--- src/rtl/apb_rr_arbiter.sv ---
// Purpose : round-robin arbiter sharing one APB master port among NREQ requesters.
// Latency : req sampled in IDLE -> SETUP next cycle -> ACCESS after; earliest done 2 cycles after grant edge.
// Backpressure: APB pready stretches ACCESS; requesters hold req until their done strobe.
// Optional: define APB_TIMEOUT_EN to force-complete ACCESS with err after TIMEOUT wait cycles.
module apb_rr_arbiter #(
    parameter int NREQ    = 4,
    parameter int AW      = 8,
    parameter int DW      = 8,
    parameter int TIMEOUT = 16
) (
    input  logic              pclk,
    input  logic              presetn,
    input  logic [NREQ-1:0]   req,
    input  logic [NREQ-1:0]   req_write,
    input  logic [NREQ*AW-1:0] req_addr,
    input  logic [NREQ*DW-1:0] req_wdata,
    output logic [NREQ-1:0]   gnt,
    output logic [NREQ-1:0]   done,
    output logic [DW-1:0]     rdata,
    output logic              err,
    output logic              psel,
    output logic              penable,
    output logic [AW-1:0]     paddr,
    output logic              pwrite,
    output logic [DW-1:0]     pwdata,
    input  logic [DW-1:0]     prdata,
    input  logic              pready,
    input  logic              pslverr
);

    localparam int LW = $clog2(NREQ);

    typedef enum logic [1:0] {
        IDLE,
        SETUP,
        ACCESS
    } state_t;

    state_t         state;
    logic [LW-1:0]  last;
    logic [LW-1:0]  win_idx;
    logic [LW-1:0]  win;
    logic [LW-1:0]  probe;
    logic           win_vld;
    logic           tmo;

    logic [AW-1:0]  addr_arr  [NREQ];
    logic [DW-1:0]  wdata_arr [NREQ];

    // Reject parameter sets the arbitration and timeout logic cannot support.
    if (NREQ < 2 || NREQ > 8 || TIMEOUT < 2) begin : g_bad_param
        $error("apb_rr_arbiter: NREQ must be 2..8 and TIMEOUT at least 2");
    end

    // Unpack the per-requester address and write-data slices.
    for (genvar g = 0; g < NREQ; g++) begin : g_unpack
        assign addr_arr[g]  = req_addr[g*AW +: AW];
        assign wdata_arr[g] = req_wdata[g*DW +: DW];
    end

    // Round-robin search: first requester after the last one served, wrapping.
    always_comb begin
        win     = '0;
        win_vld = 1'b0;
        probe   = '0;
        for (int k = 1; k <= NREQ; k++) begin
            probe = LW'((int'(last) + k) % NREQ);
            if (!win_vld && req[probe]) begin
                win     = probe;
                win_vld = 1'b1;
            end
        end
    end

`ifdef APB_TIMEOUT_EN
    localparam int CW = $clog2(TIMEOUT);

    logic [CW-1:0] acc_cnt;

    // The final permitted wait cycle ends the transfer with an error.
    assign tmo = penable & ~pready & (acc_cnt == CW'(TIMEOUT - 1));

    // Count ACCESS wait cycles; restarts as each transfer enters ACCESS.
    always_ff @(posedge pclk or negedge presetn) begin
        if (!presetn) begin
            acc_cnt <= '0;
        end else if (state == SETUP) begin
            acc_cnt <= '0;
        end else if (state == ACCESS && !pready && !tmo) begin
            acc_cnt <= acc_cnt + 1'b1;
        end
    end
`else
    assign tmo = 1'b0;
`endif

    // Completion is visible in the ACCESS cycle that ends the transfer.
    assign done  = gnt & {NREQ{penable & (pready | tmo)}};
    assign err   = penable & ((pready & pslverr) | tmo);
    assign rdata = (pwrite || tmo) ? '0 : prdata;

    // APB sequencing with registered grant, select/enable and address/data.
    always_ff @(posedge pclk or negedge presetn) begin
        if (!presetn) begin
            state   <= IDLE;
            gnt     <= '0;
            psel    <= 1'b0;
            penable <= 1'b0;
            paddr   <= '0;
            pwrite  <= 1'b0;
            pwdata  <= '0;
            last    <= LW'(NREQ - 1);
            win_idx <= '0;
        end else begin
            case (state)
                IDLE: begin
                    if (win_vld) begin
                        gnt     <= NREQ'(1) << win;
                        win_idx <= win;
                        paddr   <= addr_arr[win];
                        pwrite  <= req_write[win];
                        pwdata  <= wdata_arr[win];
                        psel    <= 1'b1;
                        state   <= SETUP;
                    end
                end
                SETUP: begin
                    penable <= 1'b1;
                    state   <= ACCESS;
                end
                ACCESS: begin
                    if (pready || tmo) begin
                        last    <= win_idx;
                        gnt     <= '0;
                        psel    <= 1'b0;
                        penable <= 1'b0;
                        state   <= IDLE;
                    end
                end
                default: begin
                    gnt     <= '0;
                    psel    <= 1'b0;
                    penable <= 1'b0;
                    state   <= IDLE;
                end
            endcase
        end
    end

endmodule

--- config.mk ---
export PLATFORM = sky130hd
export DESIGN_NAME = apb_rr_arbiter
export DESIGN_NICKNAME = d
export VERILOG_FILES = /design/src/rtl/apb_rr_arbiter.sv
export SDC_FILE = /design/constraint.sdc
export NUM_CORES = 1
export LEC_CHECK = 0
export BUFFER_PORTS_ARGS = -buffer_cell sky130_fd_sc_hd__buf_4
export CORE_ASPECT_RATIO = 0.8
export CORE_MARGIN = 2
export CORE_UTILIZATION = 48
export CTS_BUF_LIST = sky130_fd_sc_hd__clkbuf_8
export DETAILED_ROUTE_END_ITERATION = 16
export PLACE_DENSITY = 0.95
export SYNTH_ARGS = -nofsm -noshare
export SYNTH_HDL_FRONTEND = slang
export SYNTH_SLANG_ARGS = --single-unit
--- constraint.sdc ---
create_clock -name pclk -period 5 [get_ports pclk]
set_clock_uncertainty 0.05 [all_clocks]
set_input_delay 0.25 -clock pclk [delete_from_list [all_inputs] [get_ports pclk]]
set_output_delay 0.25 -clock pclk [all_outputs]
set_load 0.02 [all_outputs]
### Yosys cells after proc, flatten, opt, wreduce, memory -nomap -nowiden

Index checks and enable logic that the tools add are counted.

* latch bits: 0
* register bits after elaboration: 29
* memories kept: 0
* RAM bits: 0
* memory bits (read-only): 0

* magnitude comparators: 6
* divide/modulo/power cells: 0
* equality and inequality tests: 4
* mux-type cells: 35
* reductions and logical operators: 12
* $mul: 0
* add/subtract/negate cells: 4
* shift operators: 1
* bitwise operators: 7

Operators with widths (count)
* $mux W8: 5
* $bmux W8 S2: 2
* $lt A2 B3 Y1 const B: 5
* $mux W2: 6
* $pmux W4 S3: 1
* $mux W1: 11
* $bmux W1 S2: 5
* $mux W4: 2
* $reduce_and A2 Y1: 4
* $pmux W1 S3: 2
* $pmux W2 S3: 1
* $add A2 B1 Y2 const B: 2
* $add A2 B2 Y2 const B: 2
* $and A4 B4 Y4: 1
* $ne A2 B2 Y1 const B: 2
* $shl A1 B2 Y4 const A: 1
* $and A1 B1 Y1: 3
* $ge A3 B3 Y1 const B: 1
* $logic_and A1 B1 Y1: 3
* $logic_not A1 Y1: 3
* $not A2 Y3: 1
* $reduce_and A3 Y1: 1
* $eq A2 B1 Y1 const B: 1
* $eq A2 B2 Y1 const B: 1
* 2 further kinds: 3

### Logic depth before layout (Yosys ltp)

* depth in word-level cells: 17
* gate-level depth with buffers: 9

### Worst setup path after synthesis

No wires, ideal clock.

* path type: register -> register
* start: register last[0]
* end: register paddr[1]
* slack: 3230 ps
* setup time: 125 ps
* arrival: 1595 ps
* data required time: 4825 ps
* cell stages (with the launch flop): 7
* cells stage by stage: dfstp_2 nand2b_1 a21oi_1 nor3_2 buf_6 mux2_1 o2bb2ai_1

* word-level cells in the longest chain between the ends: 17
* elaborated cells on any way between the ends: 31

RTL lines
* from (decl): line 40 `logic [LW-1:0] last;`
* from (signal assigned): line 112 `last <= LW'(NREQ - 1);`
* from (signal assigned): line 133 `last <= win_idx;`
* $add A2 B1 Y2: line 67 `probe = LW'((int'(last) + k) % NREQ);`
* $bmux W1 S2: line 68 `if (!win_vld && req[probe]) begin`
* $mux W1 (implied by the code): line 68
* $mux W1: line 68
* $logic_not A1 Y1: line 68
* $logic_and A1 B1 Y1: line 68
* $mux W1: line 68
* $logic_not A1 Y1: line 68
* $logic_and A1 B1 Y1: line 68
* $mux W1: line 68
* $logic_not A1 Y1: line 68
* $logic_and A1 B1 Y1: line 68
* $mux W2: line 68
* $not A2 Y3 (implied by the code): line 120 `paddr <= addr_arr[win];`
* $bmux W8 S2: line 120
* $mux W8 (implied by the code) (2 in series): line 120
* to (signal assigned): line 120
* to (decl): line 23 `output logic [AW-1:0] paddr,`

Several ways; a longest one is shown, not always the timed one. The select of a mux whose other input is x is not followed.
A chain may end at the register's enable or synchronous reset.

### Worst setup path after layout

* start: register last[0]
* end: register pwdata[3]

* word-level cells in the longest chain between the ends: 17
* elaborated cells on any way between the ends: 31

RTL lines
* $add A2 B1 Y2: line 67
* $bmux W1 S2: line 68
* $mux W1 (implied by the code): line 68
* $mux W1: line 68
* $logic_not A1 Y1: line 68
* $logic_and A1 B1 Y1: line 68
* $mux W1: line 68
* $logic_not A1 Y1: line 68
* $logic_and A1 B1 Y1: line 68
* $mux W1: line 68
* $logic_not A1 Y1: line 68
* $logic_and A1 B1 Y1: line 68
* $mux W2: line 68
* $not A2 Y3 (implied by the code): line 122 `pwdata <= wdata_arr[win];`
* $bmux W8 S2: line 122
* $mux W8 (implied by the code) (2 in series): line 122
* to (signal assigned): line 122
* to (decl): line 25 `output logic [DW-1:0] pwdata,`

Several ways; a longest one is shown, not always the timed one. The select of a mux whose other input is x is not followed.

==> metrics.cfg <==
[yosys]
synthArstFlopShare=1.00
ys_ff_latch=29
synth_cells=198
synthDistinctLibCells=41
yosysTopAreaCell=dfrtp_1
yosysWarnings=0
seq_area_frac_synth=0.382
synth_edf_count=0
syn_area_sq_um=1910
synth.net_count=282
synth_top_area_share=0.354
synth_area_per_cell_sq_um=9.63
synth_flop_cell=dfrtp_1
ys_top_cells_by_area=dfrtp_1 35%, a221oi_2 7.9%, mux2i_1 6.8%, nor2_1 5.3%, o22ai_1 4.3%
ys_top_cells_by_count=27 x dfrtp_1, 27 x nor2_1, 15 x o21ai_0

[setup_path]
r2r_end=pwdata[3]
crit_path_top_delay_cell=nor3_4
critPathMaxStageDelay_ps=960
ff2ff_path_depth=5
worst_path_dominant_cell_family=simple AND/OR/NAND/NOR gates
crit_chain=nand2b_1, a21oi_1, nor3_4, mux2_1, o2bb2ai_1
crit_arrival_ps=2690
r2r_slack_ps=2410
crit_path_end_kind=flop
worstPathMaxFanout=20
required_ps=5090
startpoint_type=flop
critPathBufInv=0
critical_path_class=reg -> reg
crit-reg2reg-launch=last[0]

[global_route]
grt.overflow.total=0
grt_pass1_wl_um=8600
grt_usage=0.252
grt_max_degree=33
antenna_found_initial=0
first_global_vias=1944

[power_and_ir_drop]
peakVddDrop_mv=0.304
power-per-cell-area_nw_per_um2=564
p_leak_uw=0.00139

[clock_network]
cts_buffer_depth=2
numCtsBuffers=5
cts_resized=0
cts_max_level=2
cts_tree=yes
insertion_delay_ps=270
clockRootBuffer=clkbuf_8
clk_pin_slew_ps=60
clock_sinks=29

[cells_and_area]
nets=395
area_growth_pct=50.6
diodes=0
fill_cells=298
drive_above_1_share=0.468

[drt]
antenna_left=0
wl_per_cell_um=15.2
initialDrtViolationCount=188
routed_wl_um=5560
via_per_inst=5.56
drt_pre_antenna_iters=4
drc_errors=0
via_count=2039

[die]
ios=120
die-area_sq_um=4500
row_count=20
core_area_sq_um=3800
dieHeight_um=60.4
die_x_um=74.5
start_util=0.501

[hold_path]
hold_start=req_write[1]
min_to=pwrite
hold_class=in -> reg
whs_path_depth=3

[job]
cap_violations=0

[timing]
whs_ps=212
hold_violations=0
max_slew_margin=0.201
setup_violations=0
finalCritPeriodShare=0.518
max_clock_freq_mhz=386
fin_crit_ps=2590
worst-slew-pin-transition_ps=1190
grt_setup_unrepaired=false
fin_tns_setup_ps=0
drv_slew=0

[placement]
gp_congestion=0.873
hpwlAfterDp_um=4180
port_buffers=119

[status]
status=completed

[layer usage]
layer | part of all wire | up-vias | global-route usage
met2 | 0.50 | 104 | 0.449
met4 | 0.023 | 0 | 0.0791
met1 | 0.40 | 944 | 0.299
met3 | 0.084 | 14 | 0.0681
li1 | - | 977 | -
met5 | 0 | - | 0
[state kept, by name, indices dropped and copies added, names as in the netlist]
register	count
last	2
state	2
paddr	8
pwdata	8
penable	1
gnt	4
win_idx	2
psel	1
pwrite	1
[where the power goes]
part,internal (uW),switching (uW),total (uW)
combinational,434,543,976
clock,92.4,81.9,174
sequential,360,109,469
[worst register-to-register path: stages, from the launching register on]
cell and delay (ps):
dfstp_2 600, nand2b_1 190, a21oi_1 120, nor3_4 960
mux2_1 410, o2bb2ai_1 140
[kinds of logic (layout without fill, tap and decap cells)]
| group | count (synthesis) | in the layout | synth area share |
|---|---|---|---|
| DFF | 29 | 29 | 0.382 |
| buffers and inverters | 20 | 134 | 0.0636 |
| AOI/OAI and AO/OA | 71 | 71 | 0.295 |
| and+or+nand+nor | 59 | 59 | 0.156 |
| muxes | 19 | 19 | 0.104 |
[how the worst max path moves through the flow]
stage / start / slack [ps] / to / cells after the start
after floorplan: last[0] / 3230 / paddr[1] / 6
after global placement: req[2] / 2450 / pwdata[3] / 7
after detailed placement: req[2] / 2350 / pwdata[5] / 7
after CTS: last[0] / 2410 / pwdata[3] / 5
after global routing: state[0] / 2300 / pwdata[1] / 4
final: last[0] / 2410 / pwdata[3] / 5
[stage by stage]
stage / total power (uW) / instance area, sq um / utilization / cells / setup slack, ps
2_1_floorplan: 1130 / 1910 / - / 198 / 3230
3_3_place_gp: 1410 / 2780 / 0.731 / 358 / 2450
3_5_place_dp: 1450 / 2780 / 0.731 / 358 / 2350
4_1_cts: 1630 / 2870 / 0.755 / 367 / 2410
5_1_grt: 1740 / 2870 / 0.755 / 367 / 2300
6_report: 1620 / 2870 / 0.755 / 367 / 2410
[layout by cell type, fill, tap and decap left out, types with 6 or more instances in the layout]
cell and instances:
a221oi_1 7, a221oi_2 10, buf_4 120, dfrtp_1 27
inv_1 7, mux2i_1 13, nand2_1 6, nor2_1 27
nor2b_1 9, o21ai_0 15, o22ai_1 13
[area by class of cell]
class	instances	area, sq um	area share
clock buffer	5	68.8	0.0240
sequential	29	728	0.254
clock inverter	3	11.3	0.00392
timing repair buffer	121	911	0.317
tap	55	68.8	0.0240
multi-input combinational	149	1060	0.370
inverter	5	20.0	0.00697
[timing repair]
item | CTS | global route
hold buffers | 1 | 0
buffers inserted | 0 | 0
setup endpoints to repair | 0 | 0
endpoints found under the hold margin | 27 | 0
No activity file was read; power rests on OpenSTA's default activity.
